File: src/rtl/cic_if.sv
// Sample/config/result bundle for the CIC decimator.
// With CIC_BYPASS_EN defined the bundle also carries the cic_bypass control.
interface cic_if #(
    parameter int unsigned DATA_WIDTH = 16
);
    logic                  valid_in;
    logic [DATA_WIDTH-1:0] cic_in;
    logic                  dec_wr_en;
    logic [2:0]            dec_sel_in;
    logic [1:0]            out_gain_sel;
    logic [DATA_WIDTH-1:0] cic_out;
    logic                  valid_out;
    logic                  cic_overflow;
    logic                  cic_underflow;
`ifdef CIC_BYPASS_EN
    logic                  cic_bypass;
`endif

    // Producer side: drives samples and configuration, observes results
    modport master (
`ifdef CIC_BYPASS_EN
        output cic_bypass,
`endif
        output valid_in, cic_in, dec_wr_en, dec_sel_in, out_gain_sel,
        input  cic_out, valid_out, cic_overflow, cic_underflow
    );

    // Filter side
    modport slave (
`ifdef CIC_BYPASS_EN
        input  cic_bypass,
`endif
        input  valid_in, cic_in, dec_wr_en, dec_sel_in, out_gain_sel,
        output cic_out, valid_out, cic_overflow, cic_underflow
    );
endinterface

File: src/rtl/cic_decimator.sv
// N-stage CIC decimator, runtime ratio R = 2^k (k <= MAX_DEC_LOG2), with
// bit-growth normalisation, round-half-up, post gain and saturation.
// Optional feature macro: CIC_BYPASS_EN adds a 1-cycle pass-through mode.
module cic_decimator #(
    parameter int unsigned DATA_WIDTH   = 16,
    parameter int unsigned DATA_FRAC    = 15,
    parameter int unsigned N_STAGES     = 5,
    parameter int unsigned MAX_DEC_LOG2 = 4
) (
    input logic  clk,
    input logic  rst,
    cic_if.slave bus
);
    localparam int unsigned ACC_W    = DATA_WIDTH + N_STAGES * MAX_DEC_LOG2;
    localparam int unsigned SC_W     = ACC_W + 4;
    localparam int unsigned CNT_W    = (MAX_DEC_LOG2 > 0) ? MAX_DEC_LOG2 : 1;
    localparam int unsigned SH_W     = 8;
    // Input and output share one Q format, so no fractional realignment.
    localparam int unsigned FRAC_ADJ = DATA_FRAC - DATA_FRAC;
    localparam logic signed [SC_W-1:0] SAT_MAX = SC_W'((64'd1 << (DATA_WIDTH - 1)) - 64'd1);
    localparam logic signed [SC_W-1:0] SAT_MIN = ~SAT_MAX;

    logic [2:0]              dec_sel;
    logic [2:0]              sel_clamp_c;
    logic [CNT_W-1:0]        cnt;
    logic [CNT_W-1:0]        cnt_last_c;
    logic                    dec_stb;
    logic                    comb_vld;
    logic signed [ACC_W-1:0] x_ext_c;
    logic signed [ACC_W-1:0] integ      [N_STAGES];
    logic signed [ACC_W-1:0] int_nxt_c  [N_STAGES];
    logic signed [ACC_W-1:0] comb_dly   [N_STAGES];
    logic signed [ACC_W-1:0] comb_c     [N_STAGES+1];
    logic signed [ACC_W-1:0] comb_out;
    logic [SH_W-1:0]         sh_c;
    logic signed [SC_W-1:0]  ext_c;
    logic signed [SC_W-1:0]  rnd_c;
    logic signed [SC_W-1:0]  scaled_c;
    logic signed [SC_W-1:0]  gained_c;
    logic                    ovf_c;
    logic                    unf_c;
    logic [DATA_WIDTH-1:0]   sat_c;

    // Ratio clamp and terminal count for the current ratio
    always_comb begin
        sel_clamp_c = (32'(bus.dec_sel_in) > MAX_DEC_LOG2) ? 3'(MAX_DEC_LOG2) : bus.dec_sel_in;
        cnt_last_c  = CNT_W'((32'd1 << dec_sel) - 32'd1);
    end

    // Integrator cascade next values (current sample ripples through all stages)
    always_comb begin
        x_ext_c      = {{(ACC_W - DATA_WIDTH){bus.cic_in[DATA_WIDTH-1]}}, bus.cic_in};
        int_nxt_c[0] = integ[0] + x_ext_c;
        for (int i = 1; i < N_STAGES; i++) begin
            int_nxt_c[i] = integ[i] + int_nxt_c[i-1];
        end
    end

    // Comb cascade, differential delay 1 at the decimated rate
    always_comb begin
        comb_c[0] = integ[N_STAGES-1];
        for (int i = 0; i < N_STAGES; i++) begin
            comb_c[i+1] = comb_c[i] - comb_dly[i];
        end
    end

    // Normalise by R^N with round-half-up, apply gain, saturate
    always_comb begin
        ext_c    = {{(SC_W - ACC_W){comb_out[ACC_W-1]}}, comb_out};
        sh_c     = SH_W'(N_STAGES * 32'(dec_sel) + FRAC_ADJ);
        rnd_c    = (sh_c == '0) ? '0 : (SC_W'(1) << (sh_c - SH_W'(1)));
        scaled_c = (ext_c + rnd_c) >>> sh_c;
        gained_c = scaled_c <<< bus.out_gain_sel;
        ovf_c    = gained_c > SAT_MAX;
        unf_c    = gained_c < SAT_MIN;
        if (ovf_c) begin
            sat_c = {1'b0, {(DATA_WIDTH - 1){1'b1}}};
        end else if (unf_c) begin
            sat_c = {1'b1, {(DATA_WIDTH - 1){1'b0}}};
        end else begin
            sat_c = gained_c[DATA_WIDTH-1:0];
        end
    end

    // Filter state, decimation counter and registered outputs
    always_ff @(posedge clk) begin
        if (rst) begin
            dec_sel           <= '0;
            cnt               <= '0;
            dec_stb           <= 1'b0;
            comb_vld          <= 1'b0;
            comb_out          <= '0;
            for (int i = 0; i < N_STAGES; i++) begin
                integ[i]    <= '0;
                comb_dly[i] <= '0;
            end
            bus.cic_out       <= '0;
            bus.valid_out     <= 1'b0;
            bus.cic_overflow  <= 1'b0;
            bus.cic_underflow <= 1'b0;
        end else if (bus.dec_wr_en) begin
            dec_sel           <= sel_clamp_c;
            cnt               <= '0;
            dec_stb           <= 1'b0;
            comb_vld          <= 1'b0;
            comb_out          <= '0;
            for (int i = 0; i < N_STAGES; i++) begin
                integ[i]    <= '0;
                comb_dly[i] <= '0;
            end
            bus.valid_out     <= 1'b0;
            bus.cic_overflow  <= 1'b0;
            bus.cic_underflow <= 1'b0;
        end
`ifdef CIC_BYPASS_EN
        else if (bus.cic_bypass) begin
            bus.valid_out     <= bus.valid_in;
            bus.cic_overflow  <= 1'b0;
            bus.cic_underflow <= 1'b0;
            if (bus.valid_in) begin
                bus.cic_out <= bus.cic_in;
            end
        end
`endif
        else begin
            dec_stb <= 1'b0;
            if (bus.valid_in) begin
                for (int i = 0; i < N_STAGES; i++) begin
                    integ[i] <= int_nxt_c[i];
                end
                if (cnt == cnt_last_c) begin
                    cnt     <= '0;
                    dec_stb <= 1'b1;
                end else begin
                    cnt <= cnt + CNT_W'(1);
                end
            end
            comb_vld <= dec_stb;
            if (dec_stb) begin
                for (int i = 0; i < N_STAGES; i++) begin
                    comb_dly[i] <= comb_c[i];
                end
                comb_out <= comb_c[N_STAGES];
            end
            bus.valid_out     <= comb_vld;
            bus.cic_overflow  <= comb_vld & ovf_c;
            bus.cic_underflow <= comb_vld & unf_c;
            if (comb_vld) begin
                bus.cic_out <= sat_c;
            end
        end
    end
endmodule

File: src/flat_wrapper.sv
// flat-port wrapper written by rule: the top's interface ports become plain ports
module cic_decimator_flat 
#(
    parameter int unsigned DATA_WIDTH   = 16,
    parameter int unsigned DATA_FRAC    = 15,
    parameter int unsigned N_STAGES     = 5,
    parameter int unsigned MAX_DEC_LOG2 = 4
)
  (clk, rst, bus_valid_in, bus_cic_in, bus_dec_wr_en, bus_dec_sel_in, bus_out_gain_sel, bus_cic_out, bus_valid_out, bus_cic_overflow, bus_cic_underflow);
  cic_if #(.DATA_WIDTH(DATA_WIDTH)) bus_i ();
  input logic clk;
  input logic rst;
  input wire logic [$bits(bus_i.valid_in)-1:0] bus_valid_in;
  input wire logic [$bits(bus_i.cic_in)-1:0] bus_cic_in;
  input wire logic [$bits(bus_i.dec_wr_en)-1:0] bus_dec_wr_en;
  input wire logic [$bits(bus_i.dec_sel_in)-1:0] bus_dec_sel_in;
  input wire logic [$bits(bus_i.out_gain_sel)-1:0] bus_out_gain_sel;
  output wire logic [$bits(bus_i.cic_out)-1:0] bus_cic_out;
  output wire logic [$bits(bus_i.valid_out)-1:0] bus_valid_out;
  output wire logic [$bits(bus_i.cic_overflow)-1:0] bus_cic_overflow;
  output wire logic [$bits(bus_i.cic_underflow)-1:0] bus_cic_underflow;
  assign bus_i.valid_in = bus_valid_in;
  assign bus_i.cic_in = bus_cic_in;
  assign bus_i.dec_wr_en = bus_dec_wr_en;
  assign bus_i.dec_sel_in = bus_dec_sel_in;
  assign bus_i.out_gain_sel = bus_out_gain_sel;
  assign bus_cic_out = bus_i.cic_out;
  assign bus_valid_out = bus_i.valid_out;
  assign bus_cic_overflow = bus_i.cic_overflow;
  assign bus_cic_underflow = bus_i.cic_underflow;
  cic_decimator #(.DATA_WIDTH(DATA_WIDTH), .DATA_FRAC(DATA_FRAC), .N_STAGES(N_STAGES), .MAX_DEC_LOG2(MAX_DEC_LOG2)) u_core (.clk(clk), .rst(rst), .bus(bus_i));
endmodule
File: config.mk
export PLATFORM = sky130hd
export DESIGN_NAME = cic_decimator_flat
export DESIGN_NICKNAME = d
export VERILOG_FILES = /design/src/rtl/cic_if.sv /design/src/rtl/cic_decimator.sv /design/src/flat_wrapper.sv
export SDC_FILE = /design/constraint.sdc
export NUM_CORES = 1
export LEC_CHECK = 0
export ABC_AREA = 1
export CORE_ASPECT_RATIO = 0.6
export CORE_MARGIN = 2
export CORE_UTILIZATION = 45
export CTS_CLUSTER_SIZE = 14
export DETAILED_ROUTE_END_ITERATION = 8
export GPL_ROUTABILITY_DRIVEN = 0
export PLACE_DENSITY_LB_ADDON = 0.12
export REMOVE_ABC_BUFFERS = 1
export SLEW_MARGIN = 10
export SYNTH_ARGS = -nofsm -noshare
export SYNTH_HDL_FRONTEND = slang
export SYNTH_SLANG_ARGS = --single-unit
File: constraint.sdc
create_clock -name clk -period 11.46 [get_ports clk]
set_clock_uncertainty 0.2 [all_clocks]
set_input_delay 1.146 -clock clk [delete_from_list [all_inputs] [get_ports clk]]
set_output_delay 1.146 -clock clk [all_outputs]
set_load 0.02 [all_outputs]
; ---- Yosys cells after proc, flatten, opt, wreduce, memory -nomap -nowiden
; Memory sizes are Yosys's and may differ from the RTL's.
; Index checks and enable logic that the tools add are counted.
[word_totals]
inputBits = 25
n_memories = 2
output_inout_bits = 19
ram_bits = 360
ff_bits = 64
word_cells = 101
[classes]
n_shift = 4
n_reduce_logical = 4
bitwise_logic = 24
muxes = 39
eq_ne = 1
n_lt_le_gt_ge = 3
mul = 1
addsub = 14
[memory_table]
columns = name, words, word_bits, rd, rd_clocked_by_memory_dff, wr, line
row1 = u_core.comb_dly, 5, 36, 5, 0, 5, cic_decimator.sv:32  ; logic signed [ACC_W-1:0] comb_dly [N_STAGES];
row2 = u_core.integ, 5, 36, 5, 0, 5, cic_decimator.sv:30  ; logic signed [ACC_W-1:0] integ [N_STAGES];
[op_table]
columns = op, count
row1 = 36-bit 2-to-1 mux, 20
row2 = 36-bit subtractor, 5
row3 = 36-bit adder, 4
row4 = 36-bit by 40-bit adder with 40-bit output, 1
row5 = "40-bit by 16-bit greater-than comparator with 1-bit output, second input constant", 1
row6 = "40-bit by 16-bit < comparator with 1-bit output, second input constant", 1
row7 = 40-bit 2-to-1 mux, 1
row8 = "1-bit by 8-bit << shifter with 40-bit output, first input constant", 1
row9 = 40-bit by 2-bit <<< shifter with 40-bit output, 1
row10 = 40-bit by 6-bit >>> shifter with 40-bit output, 1
row11 = 36-bit by 16-bit adder with 36-bit output, 1
row12 = 16-bit 2-to-1 mux, 2
row13 = 1-bit bitwise OR, 20
row14 = 1-bit 2-to-1 mux, 14
row15 = 8-bit logical NOT, 1
row16 = "6-bit by 1-bit subtractor with 7-bit output, second input constant", 1
row17 = "3-bit by 3-bit multiplier with 6-bit output, first input constant", 1
row18 = "4-bit by 1-bit adder with 4-bit output, second input constant", 1
row19 = 4-bit equality test, 1
row20 = 4-bit 2-to-1 mux, 1
row21 = "1-bit by 3-bit << shifter with 4-bit output, first input constant", 1
row22 = "4-bit by 1-bit subtractor with 4-bit output, second input constant", 1
row23 = "3-bit greater-than comparator, second input constant", 1
row24 = 3-bit 2-to-1 mux, 1
row25 = 5 further kinds, 7

; ---- Longest topological paths before layout
[depth]
ltp_word = 10
depth_mapped = 62
ltp_nobuf = 62

; ---- Least setup slack after synthesis
; No wires, ideal clock.
[synth_timing]
path_kind = input to register
startpoint = input port bus_cic_in[0]
endpoint = memory u_core.integ[0][179] in the netlist's numbering, data pin
path_slack_ns = 2.677
required_time_ns = 10.996
stages = 53
n_path_buf = 0
t_arrival_ns = 8.319
setup_ns = 0.264
path_cell_list = ha_1 -> fa_1 -> nand3_1 -> nor2_1 -> nor2_1 -> o21ai_0 -> a31oi_1 -> xnor2_1 -> ha_1 -> nand2_1 -> nor2_1 -> nand2_1 -> o211ai_1 -> a31oi_1 -> o21ai_0 -> nand3_1 -> nand2_1 -> nand3_1 -> (+17 left out) -> nand3_1 -> xor2_1 -> inv_1 -> ha_1 -> inv_1 -> o31ai_1 -> xor2_1 -> inv_1 -> ha_1 -> nand2_1 -> nor2_1 -> nand2_1 -> nor2_1 -> nand3_1 -> o2111ai_1 -> xor2_1 -> o21ai_0 -> a21oi_1
[synth_lines]
columns = item, line
row1 = start: declaration, flat_wrapper.sv:14  ; input wire logic [$bits(bus_i.cic_in)-1:0] bus_cic_in;
row2 = end: declaration, cic_decimator.sv:30

==> results.toml <==
[logic_synthesis]
synth_cells = 5654
synth_cell_types = 63
syn_avg_cell_area_um2 = 7.072
synth_area_um2 = 39980
ys_seq_area_share_pct = 30.24
ys_warn_count = 0
synth_edf_count = 360
synth-seq-cells = 424
async_reset_ff_share_pct = 0
ys.flop_type = "edfxtp_1"

[sta]
min_period_ns = 10.20
slew_headroom_pct = 3.529
final_max_slew_viol_count = 0
fmax_mhz = 98.07
setup_violations = 0
tightest_slew_ns = 1.411
rsz0062_at_grt = "no"
hold_violations = 0
finalSetupTns_ns = 0
fin_crit_sh_pct = 88.98

[worst_setup_path]
worstRegToRegCells = 53
cp_max_fo = 6
worstSetupEndpointType = "flop"
path_delay_family = "compound AO/OA/AOI/OAI gates"
path_buf_inv = 6
r2r_end = "u_core.comb_out[35]"
crit_top_cell = "nand2_1"
critPathRequiredTime_ns = 11.72
start_kind = "flop"
max_stage_delay_ns = 0.55
rr_startpoint = "u_core.integ[0][146]"
arrival_ns = 10.46
crit_slowest_cell = "o21ai_1"
worstSetupPathType = "reg2reg"
ff2ff_setup_slack_ns = 1.26

[clock_network]
cts_sinks = 424
cts_made_buffers = 48
post_cts_buffers = 0
cts_tree = "done"
cts.clk_slew.worst_paths_ns = 0.07
clock_path_buffers = 3
insertion_delay_ns = 0.63
clock-root-buffer = "clkbuf_16"
cts_hold_buf = 0
htreeDepth = 2
ctsResizeCount = 0

[worst_hold_path]
min_to = "u_core.comb_out[34]"
hold_path.class = "reg2reg"
min_delay_path_depth = 2
min_from = "u_core.comb_out[34]"

[drt]
routedWlPerCell_um = 15.92
final_antenna_net_count = 0
drc = 0
totalWireLength_um = 109100
vias = 36126
first_iter_violations = 3186
drtPass1Iterations = 7
vias_per_cell = 5.273

[floorplanning]
die_h_um = 234.9
num_rows = 84
core_area_um2 = 87760
ioPinCount = 44
initial_utilization_pct = 45.56
die_w_um = 388.8
die-area_um2 = 91330

[final_layout]
area_growth_pct = 7.573
fillCellCount = 8915
layout.nets = 6089
stdcell_area_um2 = 43010
drive_above_1_share_pct = 3.691

[global_route]
grtUsageTotal_pct = 23.66
grt_pass1_vias = 33015
top_usage_layer = "met1"
grt_overflow_total = 0
met2_usage_pct = 32.10
antenna_found_initial = 1
met3_usage_pct = 3.872
grt_max_degree = 141
grt_first_pass_wirelength_um = 177500
met1_usage_pct = 38.98

[outcome]
status = "complete, no violations"

[placed_design]
dpl_cell_area_um2 = 41500
io_buffers = 43
post-dp-hpwl_um = 85050

[flow_run]
max-cap-violations = 0
==> routing by layer <==
metal,share of wire (%),up-vias
met4,1.1,0
met1,54,16477
li1,-,18617
met3,7.3,94
met5,0,-
met2,38,938
==> metrics by stage <==
step	util [%]	hold WS (ns)	cells	worst slack (ns)
after floorplan	-	0.2326	5538	2.668
after global placement	47.29	0.2543	6761	1.299
after detailed placement	47.29	0.2559	6761	1.055
after CTS	49.01	0.2711	6850	1.386
after global routing	49.01	0.2962	6850	0.4537
final	49.01	0.2634	6851	1.263
==> flip-flops by register name, indices dropped and copies added (netlist names) <==
signal	count
u_core.dec_sel	3
u_core.integ	180
u_core.comb_dly	180
u_core.bus.cic_overflow	1
u_core.bus.cic_underflow	1
u_core.bus.valid_out	1
u_core.bus.cic_out	16
u_core.comb_vld	1
u_core.comb_out	36
u_core.dec_stb	1
u_core.cnt	4
==> kinds of logic (layout without fill, tap and decap cells) <==
logic type / count (synthesis) / after routing / share of synthesized area, %
simple gates: 2492 / 2492 / 26.50
buf+inv: 1090 / 1125 / 10.53
compound gates: 929 / 929 / 12.87
flops: 424 / 424 / 30.24
fa+ha+maj: 414 / 414 / 13.16
xor+xnor: 305 / 305 / 6.700
other cells: 0 / 1 / 0
==> layout by cell type (no fill, tap or decap), types with 43 or more instances in the layout <==
master and n:
dfxtp_1 62, nand2_1 1103, edfxtp_1 360, ha_1 403, clkbuf_16 49, inv_1 961, clkdlybuf4s50_1 43, nand4_1 48
nand3_1 552, o21ai_1 47, o21ai_0 230, xor2_1 227, a21oi_1 466, nor2_1 649, xnor2_1 77
==> worst reg2reg max path: cells and delay by family, from the launching register on <==
kind / cells / cell delay, ns
AOI/OAI and AO/OA: 12 / 3.08
xor gates and xnor gates: 4 / 1.14
adders and majority gates: 5 / 1.88
buffers and inverters: 6 / 0.47
DFF: 1 / 0.42
and+or+nand+nor: 26 / 2.88
==> cells in the mapped netlist, types with 20 or more instances <==
cell      instances  area [µm²]
o21a_1           22       165.2
nor3_1           37       185.2
xor2_1          227        1988
o21ai_1          47       235.2
a21oi_1         466        2332
ha_1            403        5042
dfxtp_1          64        1281
nand4_1          48       300.3
nand2_2          28       175.2
nand3_2          20       200.2
buf_2            27       135.1
o21ai_0         230        1151
inv_1           963        3615
xnor2_1          77       674.4
nor2_1          653        2451
edfxtp_1        360       10810
nand2_1        1104        4144
clkbuf_1         62       232.7
a31oi_1          37       231.5
nand3_1         552        2763
==> worst max-delay path by stage <==
stage	start	to	slack [ns]	cells past startpoint
after floorplan	bus_cic_in[0]	u_core.integ[0][179]	2.67	53
after global placement	bus_cic_in[0]	u_core.integ[0][179]	1.30	54
after detailed placement	bus_cic_in[0]	u_core.integ[0][179]	1.06	54
after CTS	u_core.integ[0][144]	u_core.comb_out[35]	1.39	61
after global routing	u_core.integ[0][146]	u_core.comb_out[35]	0.45	53
final	u_core.integ[0][146]	u_core.comb_out[35]	1.26	53
==> final cells by class <==
| class | count | area (µm²) | share of cell area [%] |
|---|---|---|---|
| Multi-Input combinational cell | 4140 | 23700 | 55.10 |
| Tap cell | 1161 | 1453 | 3.377 |
| Timing Repair Buffer | 62 | 585.6 | 1.361 |
| Inverter | 974 | 3671 | 8.535 |
| Sequential cell | 424 | 12090 | 28.12 |
| Clock buffer | 62 | 1319 | 3.066 |
| Clock inverter | 27 | 186.4 | 0.4334 |
| Antenna cell | 1 | 2.502 | 0.005818 |
Power is not shown: default switching activity piles up to over one toggle a cycle in this logic, so the estimate is an artifact.
